[src/rtl/div_issue_ctrl.sv]
// Execute-stage requester for the iterative divider: accepts DIV/REM ops, resolves
// RISC-V special cases and single-entry cache hits locally, otherwise runs the divider.
module div_issue_ctrl #(
    parameter int XLEN     = 32,
    parameter bit CACHE_EN = 1'b1
) (
    input  logic            clk,
    input  logic            reset,
    input  logic            in_valid,
    output logic            in_ready,
    input  logic [1:0]      in_op,
    input  logic [XLEN-1:0] in_rs1,
    input  logic [XLEN-1:0] in_rs2,
    input  logic [4:0]      in_rd,
    input  logic            flush,
    output logic            div_start,
    output logic            div_is_signed,
    output logic            div_is_rem,
    output logic [XLEN-1:0] div_dividend,
    output logic [XLEN-1:0] div_divisor,
    input  logic [XLEN-1:0] div_quot,
    input  logic [XLEN-1:0] div_rem,
    input  logic            div_done,
    output logic            out_valid,
    input  logic            out_ready,
    output logic [XLEN-1:0] out_data,
    output logic [4:0]      out_rd,
    output logic            stall
);
    typedef enum logic [1:0] {IDLE, WAIT, DRAIN, RESP} state_t;
    state_t state, state_nxt;

    logic            cache_valid, cache_signed;
    logic [XLEN-1:0] cache_rs1, cache_rs2, cache_quot, cache_rem;

    logic            accept, op_signed, op_rem;
    logic            div_by_zero, overflow, cache_hit, local_hit, div_busy;
    logic [XLEN-1:0] local_data;

    always_comb begin
        in_ready    = (state == IDLE) && !flush && !reset;
        accept      = in_valid && in_ready;
        op_signed   = ~in_op[0];
        op_rem      = in_op[1];
        div_by_zero = (in_rs2 == '0);
        overflow    = op_signed && (in_rs1 == {1'b1, {(XLEN-1){1'b0}}}) && (in_rs2 == '1);
        cache_hit   = CACHE_EN && cache_valid && (cache_rs1 == in_rs1) &&
                      (cache_rs2 == in_rs2) && (cache_signed == op_signed);
        local_hit   = div_by_zero || overflow || cache_hit;
        div_busy    = (state == WAIT) || (state == DRAIN);
        out_valid   = (state == RESP);
        stall       = (state != IDLE);
        if (div_by_zero)   local_data = op_rem ? in_rs1 : '1;
        else if (overflow) local_data = op_rem ? '0 : in_rs1;
        else               local_data = op_rem ? cache_rem : cache_quot;
    end

    always_comb begin
        state_nxt = state;
        case (state)
            IDLE:    if (accept) state_nxt = local_hit ? RESP : WAIT;
            // A flush cannot abort the divider, so a killed op drains until done.
            WAIT:    if (div_done) state_nxt = flush ? IDLE : RESP;
                     else if (flush) state_nxt = DRAIN;
            DRAIN:   if (div_done) state_nxt = IDLE;
            RESP:    if (flush || out_ready) state_nxt = IDLE;
            default: state_nxt = IDLE;
        endcase
    end

    always_ff @(posedge clk) begin
        if (reset) state <= IDLE;
        else       state <= state_nxt;
    end

    always_ff @(posedge clk) begin
        if (reset) begin
            div_start     <= 1'b0;
            div_is_signed <= 1'b0;
            div_is_rem    <= 1'b0;
            div_dividend  <= '0;
            div_divisor   <= '0;
            out_data      <= '0;
            out_rd        <= '0;
            cache_valid   <= 1'b0;
            cache_signed  <= 1'b0;
            cache_rs1     <= '0;
            cache_rs2     <= '0;
            cache_quot    <= '0;
            cache_rem     <= '0;
        end else begin
            div_start <= 1'b0;
            if (accept) begin
                out_rd <= in_rd;
                if (local_hit) begin
                    out_data <= local_data;
                end else begin
                    div_start     <= 1'b1;
                    div_is_signed <= op_signed;
                    div_is_rem    <= op_rem;
                    div_dividend  <= in_rs1;
                    div_divisor   <= in_rs2;
                end
            end
            // Drained results are still correct for their operands, so they fill the cache too.
            if (div_done && div_busy) begin
                cache_valid  <= 1'b1;
                cache_signed <= div_is_signed;
                cache_rs1    <= div_dividend;
                cache_rs2    <= div_divisor;
                cache_quot   <= div_quot;
                cache_rem    <= div_rem;
                if (state == WAIT) out_data <= div_is_rem ? div_rem : div_quot;
            end
        end
    end
endmodule
[config.mk]
export PLATFORM = sky130hd
export DESIGN_NAME = div_issue_ctrl
export DESIGN_NICKNAME = d
export VERILOG_FILES = /design/src/rtl/div_issue_ctrl.sv
export SDC_FILE = /design/constraint.sdc
export NUM_CORES = 1
export LEC_CHECK = 0
export BUFFER_PORTS_ARGS = -buffer_cell sky130_fd_sc_hd__buf_2
export CAP_MARGIN = 10
export CORE_MARGIN = 2
export CORE_UTILIZATION = 55
export CTS_BUF_LIST = sky130_fd_sc_hd__clkbuf_4
export DETAILED_ROUTE_END_ITERATION = 10
export PLACE_DENSITY = 0.91
export SLEW_MARGIN = 20
export SYNTH_ARGS = -nofsm -noshare
export SYNTH_HDL_FRONTEND = slang
export SYNTH_SLANG_ARGS = --single-unit
[constraint.sdc]
create_clock -name clk -period 3.55 [get_ports clk]
set_input_delay 0.1775 -clock clk [delete_from_list [all_inputs] [get_ports clk]]
set_output_delay 0.1775 -clock clk [all_outputs]
set_load 0.02 [all_outputs]
Word-level counts from Yosys, hierarchy flattened:

Cells that the tools add are included.

* eq/ne operators: 12
* multiplexer cells: 19
* bitwise logic cells: 3
* reductions and logical operators: 21

Operator list (count)
* $mux W32: 10
* $eq A32 B32 Y1: 2
* $eq A32 B32 Y1 const B: 2
* $logic_not A32 Y1: 1
* $mux W2: 7
* $logic_and A1 B1 Y1: 9
* $pmux W2 S4: 1
* $eq A2 B2 Y1 const B: 2
* $logic_or A1 B1 Y1: 4
* $ne A2 B2 Y1 const B: 2
* $reduce_and A4 Y1: 1
* $ne A3 B3 Y1 const B: 1
* $not A1 Y1: 3
* $eq A2 B1 Y1 const B: 1
* $logic_not A1 Y1: 2
* $logic_not A2 Y1: 1
* $ne A2 B1 Y1 const B: 1
* $reduce_and A2 Y1: 1
* $reduce_bool A2 Y1: 1
* $reduce_or A2 Y1: 1
* $eq A1 B1 Y1: 1
* $mux W1: 1

* flip-flop bits (word level): 236
* input port bits: 141

Logic depth before layout (Yosys ltp):

Gate-level depths: netlist of run 1.

* depth in word-level cells: 9
* gate-level depth with buffers: 9
* mapped depth without buffers: 8

Worst setup path after synthesis of run 1:

No wires, ideal clock.

* path kind: reg2reg
* start point: register state[0]
* end point: register out_data[10]
* setup time: 0.119 ns
* data arrival time: 2.454 ns
* data required time: 3.431 ns
* path slack: 0.977 ns
* stages on the path, launching flop included: 10
* path buffers: 2
* clock period less this slack: 2.573 ns
* path through: dfxtp_1 inv_1 ha_1 inv_1 nor3_1 nand2_1 or4_1 buf_2 buf_6 o221a_1

* longest elaborated chain between the ends: 7
* elaborated cells between the ends (all ways): 11
* those cells by class: eq/ne (2); mux (3); reduce/logical (6)

Ends and longest elaborated chain
* from (decl): line 31 `state_t state, state_nxt;`
* from (signal assigned): line 73 `else state <= state_nxt;`
* $logic_not A2 Y1 (*): line 41 `in_ready = (state == IDLE) && !flush && !reset;`
* $logic_and A1 B1 Y1 (*) (2 in a row): line 41
* net in_ready: line 10 `output logic in_ready,`
* $logic_and A1 B1 Y1 (*): line 42 `accept = in_valid && in_ready;`
* $mux W32 (*): line 93 `if (accept) begin`
* $mux W32: line 113 `if (state == WAIT) out_data <= div_is_rem ? div_rem : div_quot;`
* $mux W32 (*): line 106 `if (div_done && div_busy) begin`
* to (signal assigned): line 96 `out_data <= local_data;`
* to (signal assigned): line 113
* to (decl): line 26 `output logic [XLEN-1:0] out_data,`

The timed path passes the listed nets; every way through them passes the cells marked *.
A chain may end at the register's enable or synchronous reset.

Worst setup path after layout of run 1:

* start point: input port in_rs1[8]
* end point: register out_data[18]

* longest elaborated chain between the ends: 9
* elaborated cells between the ends (all ways): 15
* those cells by class: eq/ne (2); mux (6); reduce/logical (7)

Ends and longest elaborated chain
* from (decl): line 12 `input logic [XLEN-1:0] in_rs1,`
* $eq A32 B32 Y1, on equally long branches: line 46, 47
* $logic_and A1 B1 Y1, on equally long branches (2 in a row): line 46, 47
* $mux W32 (tied with other cells): line 54 `else if (overflow) local_data = op_rem ? '0 : in_rs1;`
* $mux W32 / $logic_or A1 B1 Y1 (equally long branches): line 53, 49
* $mux W32 (*): line 95 `if (local_hit) begin`
* $mux W32 (*): line 93
* $mux W32: line 113
* $mux W32 (*): line 106

Every way passes the cells marked *; elsewhere a longest branch is shown, timed or not.

==> summary.md, run 1 <==
| Metric | Value |
|---|---|
| Final hold vios | `0` |
| Cell area after synthesis | `10,890 um^2` |
| Worst hold slack | `95.38 ps` |
| Critical path type | `in2reg` |
| Reg2Reg Depth | `8` |
| ANT nets after route | `0` |
| WHS Path Cells | `5` |
| Yosys top cell by area | `dfxtp_1` |
| Final period util | `0.8712` |
| Crit path capture type | `flip-flop` |
| Worst-path clk slew | `60 ps` |
| Synthesized Nets | `1,438` |
| DIE AREA | `20,940 um^2` |
| GR Overflow Total | `0` |
| Final net count | `1,800` |
| Critical Path Fanout Max | `33` |
| Top-count cell post-synth | `nand2_1` |
| Asr flop ratio synth | `0` |
| Final Skew | `49.06 ps` |
| Peak supply drop | `0.4037 mV` |
| Total wire length | `40,350 um` |
| Vias in the first global route | `11,620` |
| Main flop type after synthesis | `dfxtp_1` |
| Crit path to | `out_data[18]` |
| Pwr Density | `538.9 nW/um^2` |
| Largest net degree at the start of global routing | `236` |
| Setup TNS Final | `0 ps` |
| Core Area | `19,460 um^2` |
| Post-synthesis sequential area ratio | `0.4338` |
| Vias/cell | `6.123` |
| Clock network latency to the later pin of the worst-skew pair | `690 ps` |
| Number of setup buffers added after CTS | `0` |
| Syn_area_per_cell | `8.429 um^2` |
| Final WS setup | `457.4 ps` |
| RR Startpoint | `cache_rs2[25]` |
| DRC | `0` |
| Distinct cells, synth | `42` |
| Crit path launch type | `input port` |
| CTS tree | `built` |
| Fillers | `1,323` |
| Worst rel slew slack | `0.3218` |
| CTS root buffer | `clkbuf_4` |
| Gr usage total | `0.3759` |
| Avg WL per Cell | `20.66 um` |
| Synth Instances | `1,292` |
| CTS Buf Count | `60` |
| Share of the synthesized area in the top cell type | `0.4338` |
| Top post-synthesis cells by count | `307 x nand2_1, 236 x dfxtp_1, 164 x a21oi_1` |
| Max_cap viols | `0` |
| Setup Viol. Count Final | `0` |
| CP Launch Point | `in_rs1[8]` |
| Gpl congestion | `0.9769` |
| Worst R2R End | `out_data[20]` |
| Critical Path AT | `3640 ps` |
| Max Slew Vio Count | `0` |
| I/O pin count | `248` |
| Synth area leaders | `dfxtp_1 43%, nand2_1 11%, a21oi_1 7.5%` |
| DP HPWL | `23,120 um` |
| Tmin final | `3093 ps` |
| Die X | `144.7 um` |
| R2r setup slk | `480 ps` |
| Hold Crit Class | `in2reg` |
| Via Count | `11,960` |
| Slew @ Worst Pin | `1017 ps` |
| Place WS | `559.1 ps` |
| Leak Pwr | `5.932 nW` |
| Port Buffers | `247` |
| Initial antenna violation count | `1` |
| Critical Path RT | `4100 ps` |
| Initial DRC Count | `1,416` |
| Starting Density | `0.5596` |
| Synthesized flop and latch total | `236` |
| H-Tree Depth | `2` |
| DRT Pass-1 Iters | `6` |
| Clock sink count | `236` |
| RSZ-0062 raised after global routing | `false` |
| Die height | `144.7 um` |
| Layout Area Growth over Synthesis | `31.16%` |
| Row cnt | `51` |
| Yosys warnings | `0` |
| Longest Clk Path Bufs | `3` |
| Share of layout cells above drive strength 1 | `0.2461` |
| Status | `finished clean` |
| Fmax | `323.4 MHz` |
| Overall power | `0.007698 W` |
| Number of enable flip-flop cells after synthesis | `0` |
| Global-route wire length before repair | `60,950 um` |
| Final Util | `0.7339` |
through the flow:
step / std cells / instance area (um^2)
6_report: 1953 / 14280
5_1_grt: 1952 / 14280
4_1_cts: 1951 / 14280
3_5_place_dp: 1720 / 12220
3_3_place_gp: 1720 / 12220
2_1_floorplan: 1292 / 10890
worst min path at each step:
stage | startpoint | endpoint | slack (ps)
after detailed placement | in_rd[0] | out_rd[0] | 380
after global routing | flush | state[1] | 80
after global placement | in_rd[0] | out_rd[0] | 380
after CTS | flush | state[1] | 20
after floorplan | in_rd[0] | out_rd[0] | 290
final | flush | state[1] | 100
worst max-delay path: stages:
cell and delay (ps):
dlygate4sd3_1 540, buf_2 170, nor4b_1 640, nand3_1 170, or4_1 610, or4_1 510
buf_4 310, a22o_1 280, o221a_1 210
power by group:
group | internal [W] | switching, W
Combinational | 0.000836 | 0.00140
Clock | 0.00111 | 0.00109
Sequential | 0.00301 | 0.000262
Total | 0.00495 | 0.00275
layout make-up:
cell class | count | area [um^2] | share of cell area
flip-flops and latches | 236 | 4728 | 0.3310
repair buffers | 395 | 2734 | 0.1914
clock buffers | 88 | 660.6 | 0.04625
diodes | 2 | 5.005 | 0.0003504
inverters | 45 | 168.9 | 0.01183
clock inverters | 6 | 22.52 | 0.001577
multi-input cells | 916 | 5633 | 0.3944
well taps | 265 | 331.6 | 0.02321
placed cells by master (no fill, tap or decap), types with 33 or more instances in the layout:
| master | n |
|---|---|
| nor2b_1 | 66 |
| dfxtp_1 | 235 |
| a21oi_1 | 164 |
| mux2_2 | 60 |
| clkbuf_4 | 88 |
| mux2i_1 | 37 |
| o22ai_1 | 33 |
| inv_1 | 45 |
| xor2_1 | 46 |
| nand2_1 | 305 |
| buf_2 | 246 |
| dlygate4sd3_1 | 137 |
flip-flops by register name, indices dropped and copies added (netlist names):
name / count
cache_rs1: 32
div_is_signed: 1
div_is_rem: 1
cache_rem: 32
cache_rs2: 32
out_data: 32
state: 2
cache_valid: 1
div_start: 1
out_rd: 5
cache_signed: 1
div_dividend: 32
cache_quot: 32
div_divisor: 32
timing repair:
action / 4_1_cts / 5_1_grt
hold buffers: 137 / 0
endpoints found under the hold margin: 168 / 0
resized for setup: 0 / 0
cells by family (layout without fill, tap and decap cells):
| kind of cell | count (synthesis) | in the layout | synth area share |
|---|---|---|---|
| AO/OA/AOI/OAI | 282 | 282 | 0.1683 |
| XOR/XNOR | 49 | 49 | 0.03941 |
| adder cells (fa/ha/maj) | 5 | 5 | 0.005744 |
| buffers and inverters | 140 | 534 | 0.05113 |
| flip-flops | 236 | 236 | 0.4338 |
| multiplexers | 97 | 97 | 0.09605 |
| other | 0 | 2 | 0 |
| AND/OR/NAND/NOR | 483 | 483 | 0.2055 |
per-layer routing:
| layer | vias to the layer above | GRT usage | part of all wire | wire length [um] |
|---|---|---|---|---|
| met3 | 296 | 0.09839 | 0.11 | 4297 |
| met5 | - | 0 | 0 | 0 |
| met4 | 0 | 0.2580 | 0.074 | 2999 |
| li1 | 5221 | - | - | - |
| met1 | 5432 | 0.4428 | 0.36 | 14560 |
| met2 | 1010 | 0.6006 | 0.46 | 18490 |
Note: power is estimated with default switching activity, not from simulation.
==> inputs of run 2 (changes only) <==
--- a/config.mk
+++ b/config.mk
@@ -5,13 +5,14 @@
 export SDC_FILE = /design/constraint.sdc
 export NUM_CORES = 1
 export LEC_CHECK = 0
+export ABC_AREA = 1
 export BUFFER_PORTS_ARGS = -buffer_cell sky130_fd_sc_hd__buf_2
 export CAP_MARGIN = 10
 export CORE_MARGIN = 2
 export CORE_UTILIZATION = 55
 export CTS_BUF_LIST = sky130_fd_sc_hd__clkbuf_4
 export DETAILED_ROUTE_END_ITERATION = 10
-export PLACE_DENSITY = 0.91
+export PLACE_DENSITY = 0.9
 export SLEW_MARGIN = 20
 export SYNTH_ARGS = -nofsm -noshare
 export SYNTH_HDL_FRONTEND = slang
==> run 2 against run 1 <==
Area after synthesis is 6.6% higher; non-clock buffer count is 39 higher; synthesized cell count rose by 36%; critical path type unchanged; flip-flop and latch count did not move; largest cell class unchanged; clock power increased by 11%; final cell count is 26% higher.
==> summary.md, run 2 <==
| Metric | Value |
|---|---|
| Cell area after synthesis | `11,610 um^2 (+6.6%)` |
| Worst-path clk slew | `70 ps (about the same)` |
| Top post-synthesis cells by count | `496 x nand2_1, 236 x dfxtp_1, 212 x nor2_1` |
| Initial DRC Count | `1,521 (+7.4%)` |
| Asr flop ratio synth | `0 (unchanged)` |
| Final WS setup | `613.9 ps (+156.5 ps)` |
| Port Buffers | `247 (unchanged)` |
| Total wire length | `42,380 um (+5.0%)` |
| Setup TNS Final | `0 ps (unchanged)` |
| Initial antenna violation count | `2 (+1)` |
| Yosys warnings | `0 (unchanged)` |
| Syn_area_per_cell | `6.615 um^2 (-22%)` |
| Slew @ Worst Pin | `1176 ps (+158.7 ps)` |
| Gpl congestion | `0.9029 (-7.6%)` |
| Distinct cells, synth | `33 (-21%)` |
| Fmax | `340.6 MHz (+5.3%)` |
| Place WS | `785.8 ps (+226.7 ps)` |
| R2r setup slk | `680 ps (+200 ps)` |
| Layout Area Growth over Synthesis | `32.14%` |
| Number of enable flip-flop cells after synthesis | `0 (unchanged)` |
| Yosys top cell by area | `dfxtp_1` |
| Final period util | `0.8271 (-0.04408)` |
| Final Skew | `70.63 ps (+21.57 ps)` |
| Avg WL per Cell | `17.22 um (-17%)` |
| DIE AREA | `22,290 um^2 (+6.4%)` |
| Clock network latency to the later pin of the worst-skew pair | `730 ps (+40 ps)` |
| Critical Path AT | `3550 ps (-90 ps)` |
| Via Count | `13,930 (+16%)` |
| Critical Path RT | `4160 ps (+60 ps)` |
| DRC | `0 (unchanged)` |
| Post-synthesis sequential area ratio | `0.4069 (-0.02688)` |
| Worst rel slew slack | `0.2112 (-0.1106)` |
| Max Slew Vio Count | `0 (unchanged)` |
| Hold Crit Class | `in2reg` |
| Synth area leaders | `dfxtp_1 41%, nand2_1 16%, o21ai_0 8.1%` |
| Synthesized Nets | `1,901 (+32%)` |
| Crit path capture type | `flip-flop` |
| Core Area | `20,890 um^2 (+7.3%)` |
| Share of the synthesized area in the top cell type | `0.4069 (-0.02688)` |
| I/O pin count | `248 (unchanged)` |
| ANT nets after route | `0 (unchanged)` |
| Tmin final | `2936 ps (-156.5 ps)` |
| Status | `finished clean` |
| Pwr Density | `577.5 nW/um^2 (+7.2%)` |
| WHS Path Cells | `4 (-1)` |
| Vias/cell | `5.660 (-7.6%)` |
| Synthesized flop and latch total | `236 (unchanged)` |
| Top-count cell post-synth | `nand2_1` |
| GR Overflow Total | `0 (unchanged)` |
| Clock sink count | `236 (unchanged)` |
| Die X | `149.3 um (+3.2%)` |
| Vias in the first global route | `13,510 (+16%)` |
| Final hold vios | `0 (unchanged)` |
| Final Util | `0.7344 (about the same)` |
| Reg2Reg Depth | `14 (+6)` |
| CTS Buf Count | `61 (+1.7%)` |
| Largest net degree at the start of global routing | `91 (-61%)` |
| Number of setup buffers added after CTS | `0 (unchanged)` |
| Share of layout cells above drive strength 1 | `0.2094 (-0.03670)` |
| Global-route wire length before repair | `66,760 um (+9.5%)` |
| Crit path launch type | `input port` |
| Most common cell after layout, fill and taps aside | `nand2_1` |
| Max_cap viols | `0 (unchanged)` |
| Leading cell types in the layout, fill and taps excluded | `495 x nand2_1, 246 x buf_2, 236 x dfxtp_1` |
| Leak Pwr | `7.443 nW (+25%)` |
| Starting Density | `0.5558 (-0.003768)` |
| Peak supply drop | `0.3548 mV (-12%)` |
| Gr usage total | `0.3705 (-0.005386)` |
| Longest Clk Path Bufs | `3 (unchanged)` |
| H-Tree Depth | `2 (unchanged)` |
| Critical Path Fanout Max | `85 (+160%)` |
| Overall power | `0.008860 W (+15%)` |
| CTS tree | `built` |
| Row cnt | `53 (+3.9%)` |
| Die height | `149.3 um (+3.2%)` |
| Setup Viol. Count Final | `0 (unchanged)` |
| Critical path type | `in2reg` |
| DRT Pass-1 Iters | `6 (unchanged)` |
| Main flop type after synthesis | `dfxtp_1` |
| DP HPWL | `23,790 um (+2.9%)` |
| Synth Instances | `1,755 (+36%)` |
| Final net count | `2,288 (+27%)` |
| RSZ-0062 raised after global routing | `false` |
| CTS root buffer | `clkbuf_4` |
[run 2: per-layer routing]
metal	vias to the layer above	wire length, um	global-route usage
met5	-	0	0
met4	0	2161	0.1967
met3	253	4941	0.09480
met2	1053	19770	0.6233
met1	6236	15500	0.4342
li1	6387	-	-
[run 2: power breakdown]
group          total (W)  leakage (nW)  switching [W]  internal, W
clock network    0.00242         0.469        0.00113      0.00129
logic            0.00284          5.05        0.00180      0.00104
registers        0.00360          1.93       0.000349      0.00325
[run 2: cells by family (layout without fill, tap and decap cells)]
group                      count (synthesis)  count (layout)  share of synthesized area
DFF                                      236             236                     0.4069
buffers and inverters                    271             698                    0.09732
adders and majority gates                  5               5                   0.005389
xor gates and xnor gates                  13              13                   0.009807
other                                      0               4                          0
muxes                                      1               1                  0.0008622
and+or+nand+nor                          877             877                     0.3110
AOI/OAI and AO/OA                        352             352                     0.1687
[run 2: worst max-delay path, cell delays in order]
cell           delay, ps
dlygate4sd3_1        550
buf_2                160
nor2_1               120
nand2_1               90
nor2_1               200
nand2_1               80
nor2_1               150
nand3_2              100
buf_4                260
nand2_1              120
inv_2                 60
nand3_4               90
buf_12               380
nand2_1              140
a21oi_2              200
dlygate4sd3_1        600
[run 2: through the flow]
step / cells / hold WS [ps] / cell area (um^2)
2_1_floorplan: 1755 / 288.6 / 11610
3_3_place_gp: 2183 / 372.6 / 12840
3_5_place_dp: 2183 / 379.3 / 12840
4_1_cts: 2457 / 6.730 / 15330
5_1_grt: 2459 / 15.28 / 15340
6_report: 2461 / 43.33 / 15340
[run 2: what timing repair did]
item                      CTS  global route
hold endpoints to repair  168             0
resized for setup           0             0
hold buffers              171             0
[run 2: layout make-up]
| class | instances | area [um^2] |
|---|---|---|
| well taps | 275 | 344.1 |
| clock inverters | 6 | 53.80 |
| multi-input cells | 1248 | 5766 |
| flip-flops and latches | 236 | 4725 |
| inverters | 161 | 606.8 |
| clock buffers | 97 | 728.2 |
| fillers | 1469 | 5548 |
| diodes | 4 | 10.01 |
| repair buffers | 434 | 3108 |
[run 2: worst paths after layout]
kind                                     from              end
worst max register to register  cache_rs2[18]  div_divisor[21]
worst min-delay path                out_ready         state[1]
worst min register to register    cache_valid      cache_valid
worst max-delay path                in_rs1[6]  div_divisor[21]
